$ cat src/rtl/sort_pkg.sv
// rtl/sort_pkg.sv - shared constants, segment patterns and state type for the sort/display stage
package sort_pkg;

    localparam int N     = 10;
    localparam int W     = 16;
    localparam int IDXW  = 4;
    localparam int PASSW = 4;

    // Segment patterns, bit order {g,f,e,d,c,b,a}, active-high
    localparam logic [6:0] SEG_0     = 7'b0111111;
    localparam logic [6:0] SEG_1     = 7'b0000110;
    localparam logic [6:0] SEG_2     = 7'b1011011;
    localparam logic [6:0] SEG_3     = 7'b1001111;
    localparam logic [6:0] SEG_4     = 7'b1100110;
    localparam logic [6:0] SEG_5     = 7'b1101101;
    localparam logic [6:0] SEG_6     = 7'b1111101;
    localparam logic [6:0] SEG_7     = 7'b0000111;
    localparam logic [6:0] SEG_8     = 7'b1111111;
    localparam logic [6:0] SEG_9     = 7'b1101111;
    localparam logic [6:0] SEG_BLANK = 7'b0000000;

    typedef enum logic [1:0] {
        ST_IDLE,
        ST_LOAD,
        ST_SORT,
        ST_DONE
    } sort_state_e;

endpackage

$ cat src/rtl/seg7_decoder.sv
// rtl/seg7_decoder.sv - combinational digit to 7-segment map, blank above 9
module seg7_decoder
    import sort_pkg::*;
(
    input  logic [IDXW-1:0] digit,
    output logic [6:0]      seg
);

    always_comb begin
        seg = SEG_BLANK;
        case (digit)
            4'd0:    seg = SEG_0;
            4'd1:    seg = SEG_1;
            4'd2:    seg = SEG_2;
            4'd3:    seg = SEG_3;
            4'd4:    seg = SEG_4;
            4'd5:    seg = SEG_5;
            4'd6:    seg = SEG_6;
            4'd7:    seg = SEG_7;
            4'd8:    seg = SEG_8;
            4'd9:    seg = SEG_9;
            default: seg = SEG_BLANK;
        endcase
    end

endmodule

$ cat src/rtl/top_sort_display.sv
// rtl/top_sort_display.sv - odd-even transposition sort of ten scores, argmax to 7-segment
module top_sort_display
    import sort_pkg::*;
(
    input  logic              clk,
    input  logic              rst_n,
    input  logic [N*W-1:0]    data,
    input  logic              load,
    output logic              complete,
    output logic [IDXW-1:0]   index,
    output logic [N*W-1:0]    data_out,
    output logic [6:0]        display
);

    sort_state_e state_q, state_nxt;

    logic signed [W-1:0] val_q   [N];
    logic signed [W-1:0] val_nxt [N];
    logic [IDXW-1:0]     tag_q   [N];
    logic [IDXW-1:0]     tag_nxt [N];
    logic [PASSW-1:0]    pass_q;
    logic [N-1:0]        swap_r;
    logic [N-1:0]        swap_l;
    logic [6:0]          seg_w;

    // Pair (g,g+1) is active when its left index parity matches the pass parity
    genvar g;
    generate
        for (g = 0; g < N; g++) begin : g_pair
            if (g < N - 1) begin : g_right
                assign swap_r[g] = (pass_q[0] == 1'(g % 2)) && (val_q[g+1] > val_q[g]);
            end else begin : g_last
                assign swap_r[g] = 1'b0;
            end
            if (g > 0) begin : g_left
                assign swap_l[g] = swap_r[g-1];
            end else begin : g_first
                assign swap_l[g] = 1'b0;
            end
        end
    endgenerate

    always_comb begin
        for (int i = 0; i < N; i++) begin
            val_nxt[i] = val_q[i];
            tag_nxt[i] = tag_q[i];
        end
        for (int i = 0; i < N - 1; i++) begin
            if (swap_r[i]) begin
                val_nxt[i] = val_q[i+1];
                tag_nxt[i] = tag_q[i+1];
            end
        end
        for (int i = 1; i < N; i++) begin
            if (swap_l[i]) begin
                val_nxt[i] = val_q[i-1];
                tag_nxt[i] = tag_q[i-1];
            end
        end
    end

    always_comb begin
        state_nxt = state_q;
        case (state_q)
            ST_IDLE: if (load) state_nxt = ST_LOAD;
            ST_LOAD: if (!load) state_nxt = ST_SORT;
            ST_SORT: begin
                if (load)
                    state_nxt = ST_LOAD;
                else if (pass_q == PASSW'(N - 1))
                    state_nxt = ST_DONE;
            end
            ST_DONE: if (load) state_nxt = ST_LOAD;
            default: state_nxt = ST_IDLE;
        endcase
    end

    always_ff @(posedge clk or negedge rst_n) begin
        if (!rst_n)
            state_q <= ST_IDLE;
        else
            state_q <= state_nxt;
    end

    seg7_decoder u_seg7 (
        .digit (tag_q[0]),
        .seg   (seg_w)
    );

    // Any sampled load captures, so the last sampled word wins from every state
    always_ff @(posedge clk or negedge rst_n) begin
        if (!rst_n) begin
            for (int i = 0; i < N; i++) begin
                val_q[i] <= '0;
                tag_q[i] <= '0;
            end
            pass_q   <= '0;
            complete <= 1'b0;
            index    <= '0;
            data_out <= '0;
            display  <= SEG_BLANK;
        end else if (load) begin
            for (int i = 0; i < N; i++) begin
                val_q[i] <= data[W*i +: W];
                tag_q[i] <= IDXW'(i);
            end
            pass_q   <= '0;
            complete <= 1'b0;
        end else begin
            case (state_q)
                ST_SORT: begin
                    for (int i = 0; i < N; i++) begin
                        val_q[i] <= val_nxt[i];
                        tag_q[i] <= tag_nxt[i];
                    end
                    pass_q <= pass_q + PASSW'(1);
                end
                ST_DONE: begin
                    complete <= 1'b1;
                    index    <= tag_q[0];
                    display  <= seg_w;
                    for (int i = 0; i < N; i++)
                        data_out[W*i +: W] <= val_q[i];
                end
                default: ;
            endcase
        end
    end

endmodule

$ cat config.mk
export PLATFORM = sky130hd
export DESIGN_NAME = top_sort_display
export DESIGN_NICKNAME = d
export VERILOG_FILES = /design/src/rtl/sort_pkg.sv /design/src/rtl/seg7_decoder.sv /design/src/rtl/top_sort_display.sv
export SDC_FILE = /design/constraint.sdc
export NUM_CORES = 1
export LEC_CHECK = 0
export BUFFER_PORTS_ARGS = -buffer_cell sky130_fd_sc_hd__clkbuf_2
export CELL_PAD_IN_SITES_DETAIL_PLACEMENT = 1
export CELL_PAD_IN_SITES_GLOBAL_PLACEMENT = 2
export CORE_ASPECT_RATIO = 0.75
export CORE_UTILIZATION = 32
export CTS_CLUSTER_SIZE = 25
export DETAILED_ROUTE_END_ITERATION = 7
export HOLD_SLACK_MARGIN = 0.15
export PLACE_DENSITY = 0.88
export SKIP_LAST_GASP = 1
export SYNTH_ARGS = -nofsm -noshare
export SYNTH_HDL_FRONTEND = slang
export SYNTH_SLANG_ARGS = --single-unit
$ cat constraint.sdc
create_clock -name clk -period 2.91 [get_ports clk]
set_input_delay 0.291 -clock clk [delete_from_list [all_inputs] [get_ports clk]]
set_output_delay 0.291 -clock clk [all_outputs]
set_load 0.01 [all_outputs]
==> results.yml <==
timing:
  relSlewSlack_pct: 41.6
  max_freq_ghz: 0.317
  setup_slack_ns: -0.245
  rsz0062_at_grt: "yes"
  drv_slew: 0
  finalHoldViolCount: 0
  worstMarginPinSlew_ns: 0.876
  min_period_ns: 3.16
  period_share_pct: 108
  fin_skew_ns: 0.0230
  setup_viol: 55
  setup_tns_ns: -6.01
global_routing:
  grt_max_degree: 130
  grt_util_all_layers_pct: 25.9
  grt_pass1_vias: 21768
  overflow: 0
  antenna_found_initial: 1
  grt_first_pass_wirelength_mm: 133
routing:
  m1WireLength_mm: 38.7
  met2_length_mm: 43.0
  ant_nets: 0
  highest_layer: "met4"
  drc_errors: 0
  vias_per_cell: 5.26
  first_pass_iters: 5
  finalWirelength_mm: 88.9
  dr.first_iter.drc_count: 1083
  routedWlPerCell_um: 23.1
  dr_wl_met3_mm: 4.63
  vias: 20198
synth:
  async_reset_ff_share_pct: 100
  ys_seq_area_share_pct: 44.9
  synth_edf_count: 0
  synth.cell_area_um2: 21000
  ys_types: 58
  synthesis.instances: 2212
  yosysMostFrequentCell: "dfrtp_1"
  postSynthAreaPerCell_um2: 9.51
  synthTopCellsByCount: "dfrtp_1 (378), nand2_1 (300), o21ai_0 (284)"
  synth_flop_cell: "dfrtp_1"
  synth.ff_latch_count: 378
  yosysWarnings: 0
  synth_top_area_share_pct: 44.9
  synth_largest_area_cell: "dfrtp_1"
  synthTopCellsByArea: "dfrtp_1 (45%), ha_1 (9.2%), mux2i_1 (9.2%)"
  synth_fp_nets: 2530
clocking:
  clock_sinks: 378
  clockBufferDepth: 3
  cts_tree: "yes"
  clock_latency_ns: 0.60
  cts-root-buf: "clkbuf_16"
  cts_max_level: 2
  cts.reportedPaths.clkPinSlew_ns: 0.06
  numCtsBuffers: 44
setup_path:
  crit_arrival_ns: 3.65
  cp_max_fo: 8
  crit_required_ns: 3.41
  critPathKind: "reg -> reg"
  start_kind: "flip-flop"
  cp-end-kind: "flip-flop"
place:
  hpwl_mm: 64.3
  gp_congestion: 0.904
  io_buffers: 334
  dp_cells: 3555
  pre_cts_ws_ns: -0.253
cells_and_area:
  area_growth_syn_to_layout_pct: 42.6
  nets: 3258
  finalNonFillerCells: 3842
  drive_gt1_share_pct: 32.3
  final_core_util_pct: 46.1
floorplanning:
  core_um2: 65100
  initial_core_util_pct: 32.3
  dieArea_um2: 66800
  row_count: 81
  ioPinCount: 335
  dieHeight_um: 224
  die_w_um: 298
power_and_ir_drop:
  powerDensity_nw_per_um2: 1160
  peakVddDrop_mv: 0.556
  power_leakage_uw: 0.0146
  fin_total_pwr_uw: 34800
run_status:
  status: "finished with violations"
  violations: "negative setup slack"
hold_path:
  min_path_type: "in -> reg"
job:
  maxCapViolCount: 0
## final timing paths
| kind | start | end | slack, ns | depth (start not counted) |
|---|---|---|---|---|
| worst min-delay path | data[94] | val_q[78] | 0.14 | 4 |
| worst min register to register | display[5] | display[5] | 0.48 | 2 |
| max in group asynchronous | rst_n | tag_q[36] | 1.54 | 3 |
| min in group asynchronous | rst_n | data_out[101] | 0.31 | 2 |
| worst max-delay path | val_q[152] | val_q[133] | -0.25 | 12 |
| worst max register to register | val_q[152] | val_q[133] | -0.25 | 12 |
## cells by family (layout without fill, tap and decap cells)
logic type | Yosys count | count (layout) | share of synthesized area [%]
AOI/OAI and AO/OA | 541 | 541 | 14.6
xor gates and xnor gates | 3 | 3 | 0.125
adders and majority gates | 155 | 155 | 9.21
buffers and inverters | 292 | 1050 | 5.43
DFF | 378 | 378 | 44.9
muxes | 281 | 281 | 13.9
other | 0 | 1 | 0
and+or+nand+nor | 562 | 562 | 11.8
## stage by stage
step / hold WS [ns] / cell area [um2]
6_report: 0.140 / 30000
2_1_floorplan: -0.00459 / 21200
4_1_cts: 0.152 / 29200
3_3_place_gp: 0.367 / 25700
3_5_place_dp: 0.384 / 25700
5_1_grt: 0.189 / 30000
## power by group
part	total, uW	switching (uW)	internal, uW	leakage, uW
clock	5540	2410	3120	0.000680
combinational	19700	10600	9100	0.00933
sequential	9650	2150	7490	0.00454
## cell type report
cell class | count | area [um2]
fill | 7367 | 35000
multi-input combinational | 1542 | 11300
sequential | 378 | 9480
timing repair buffer | 817 | 6200
clock buffer | 64 | 1280
tap | 871 | 1090
inverter | 157 | 599
clock inverter | 12 | 95.1
antenna | 1 | 2.50
## placed cells by master, fill, tap and decap left out, drive strengths merged, types with 4 or more instances in the layout
| master | n |
|---|---|
| a21o | 13 |
| a31oi | 9 |
| dlygate4sd3 | 157 |
| nand3 | 40 |
| buf | 323 |
| nand4 | 23 |
| a21oi | 121 |
| a221o | 4 |
| clkinv | 8 |
| mux2 | 88 |
| and3 | 7 |
| nor2 | 88 |
| ha | 155 |
| o31ai | 23 |
| nor3 | 55 |
| or2 | 6 |
| nor2b | 10 |
| a21boi | 6 |
| o21ai | 288 |
| clkbuf | 401 |
| nand2 | 300 |
| o211ai | 26 |
| mux2i | 193 |
| and4 | 14 |
| a211oi | 18 |
| dfrtp | 378 |
| o22ai | 16 |
| inv | 159 |
## sequential cells by signal, summed over array words and instances, names as in the netlist
signal,count
tag_q,40
index,4
complete,1
data_out,160
pass_q,4
val_q,160
state_q,2
display,7
## critical path, cell delays in order, from the launching register on
cell,delay [ns]
dfrtp_1,0.39
inv_1,0.08
ha_1,0.30
nand4_1,0.21
nor2_1,0.09
a221o_1,0.32
or4_4,0.45
a221oi_4,0.34
buf_6,0.18
buf_12,0.15
mux2i_2,0.26
mux2i_1,0.11
a21oi_1,0.18
## routing by layer
layer	vias to the layer above	GRT usage, %
li1	9227	-
met1	10256	33.7
met2	574	43.5
met3	141	4.44
met4	0	8.42
met5	-	0
## repair_timing
action	4_1_cts	5_1_grt
hold buffers	157	0
setup endpoints to repair	132	194
gates cloned	4	4
buffers inserted	20	28
endpoints found under the hold margin	234	0
pin swaps	19	48
resized for setup	72	139
Power figures use the tool's default switching activity.
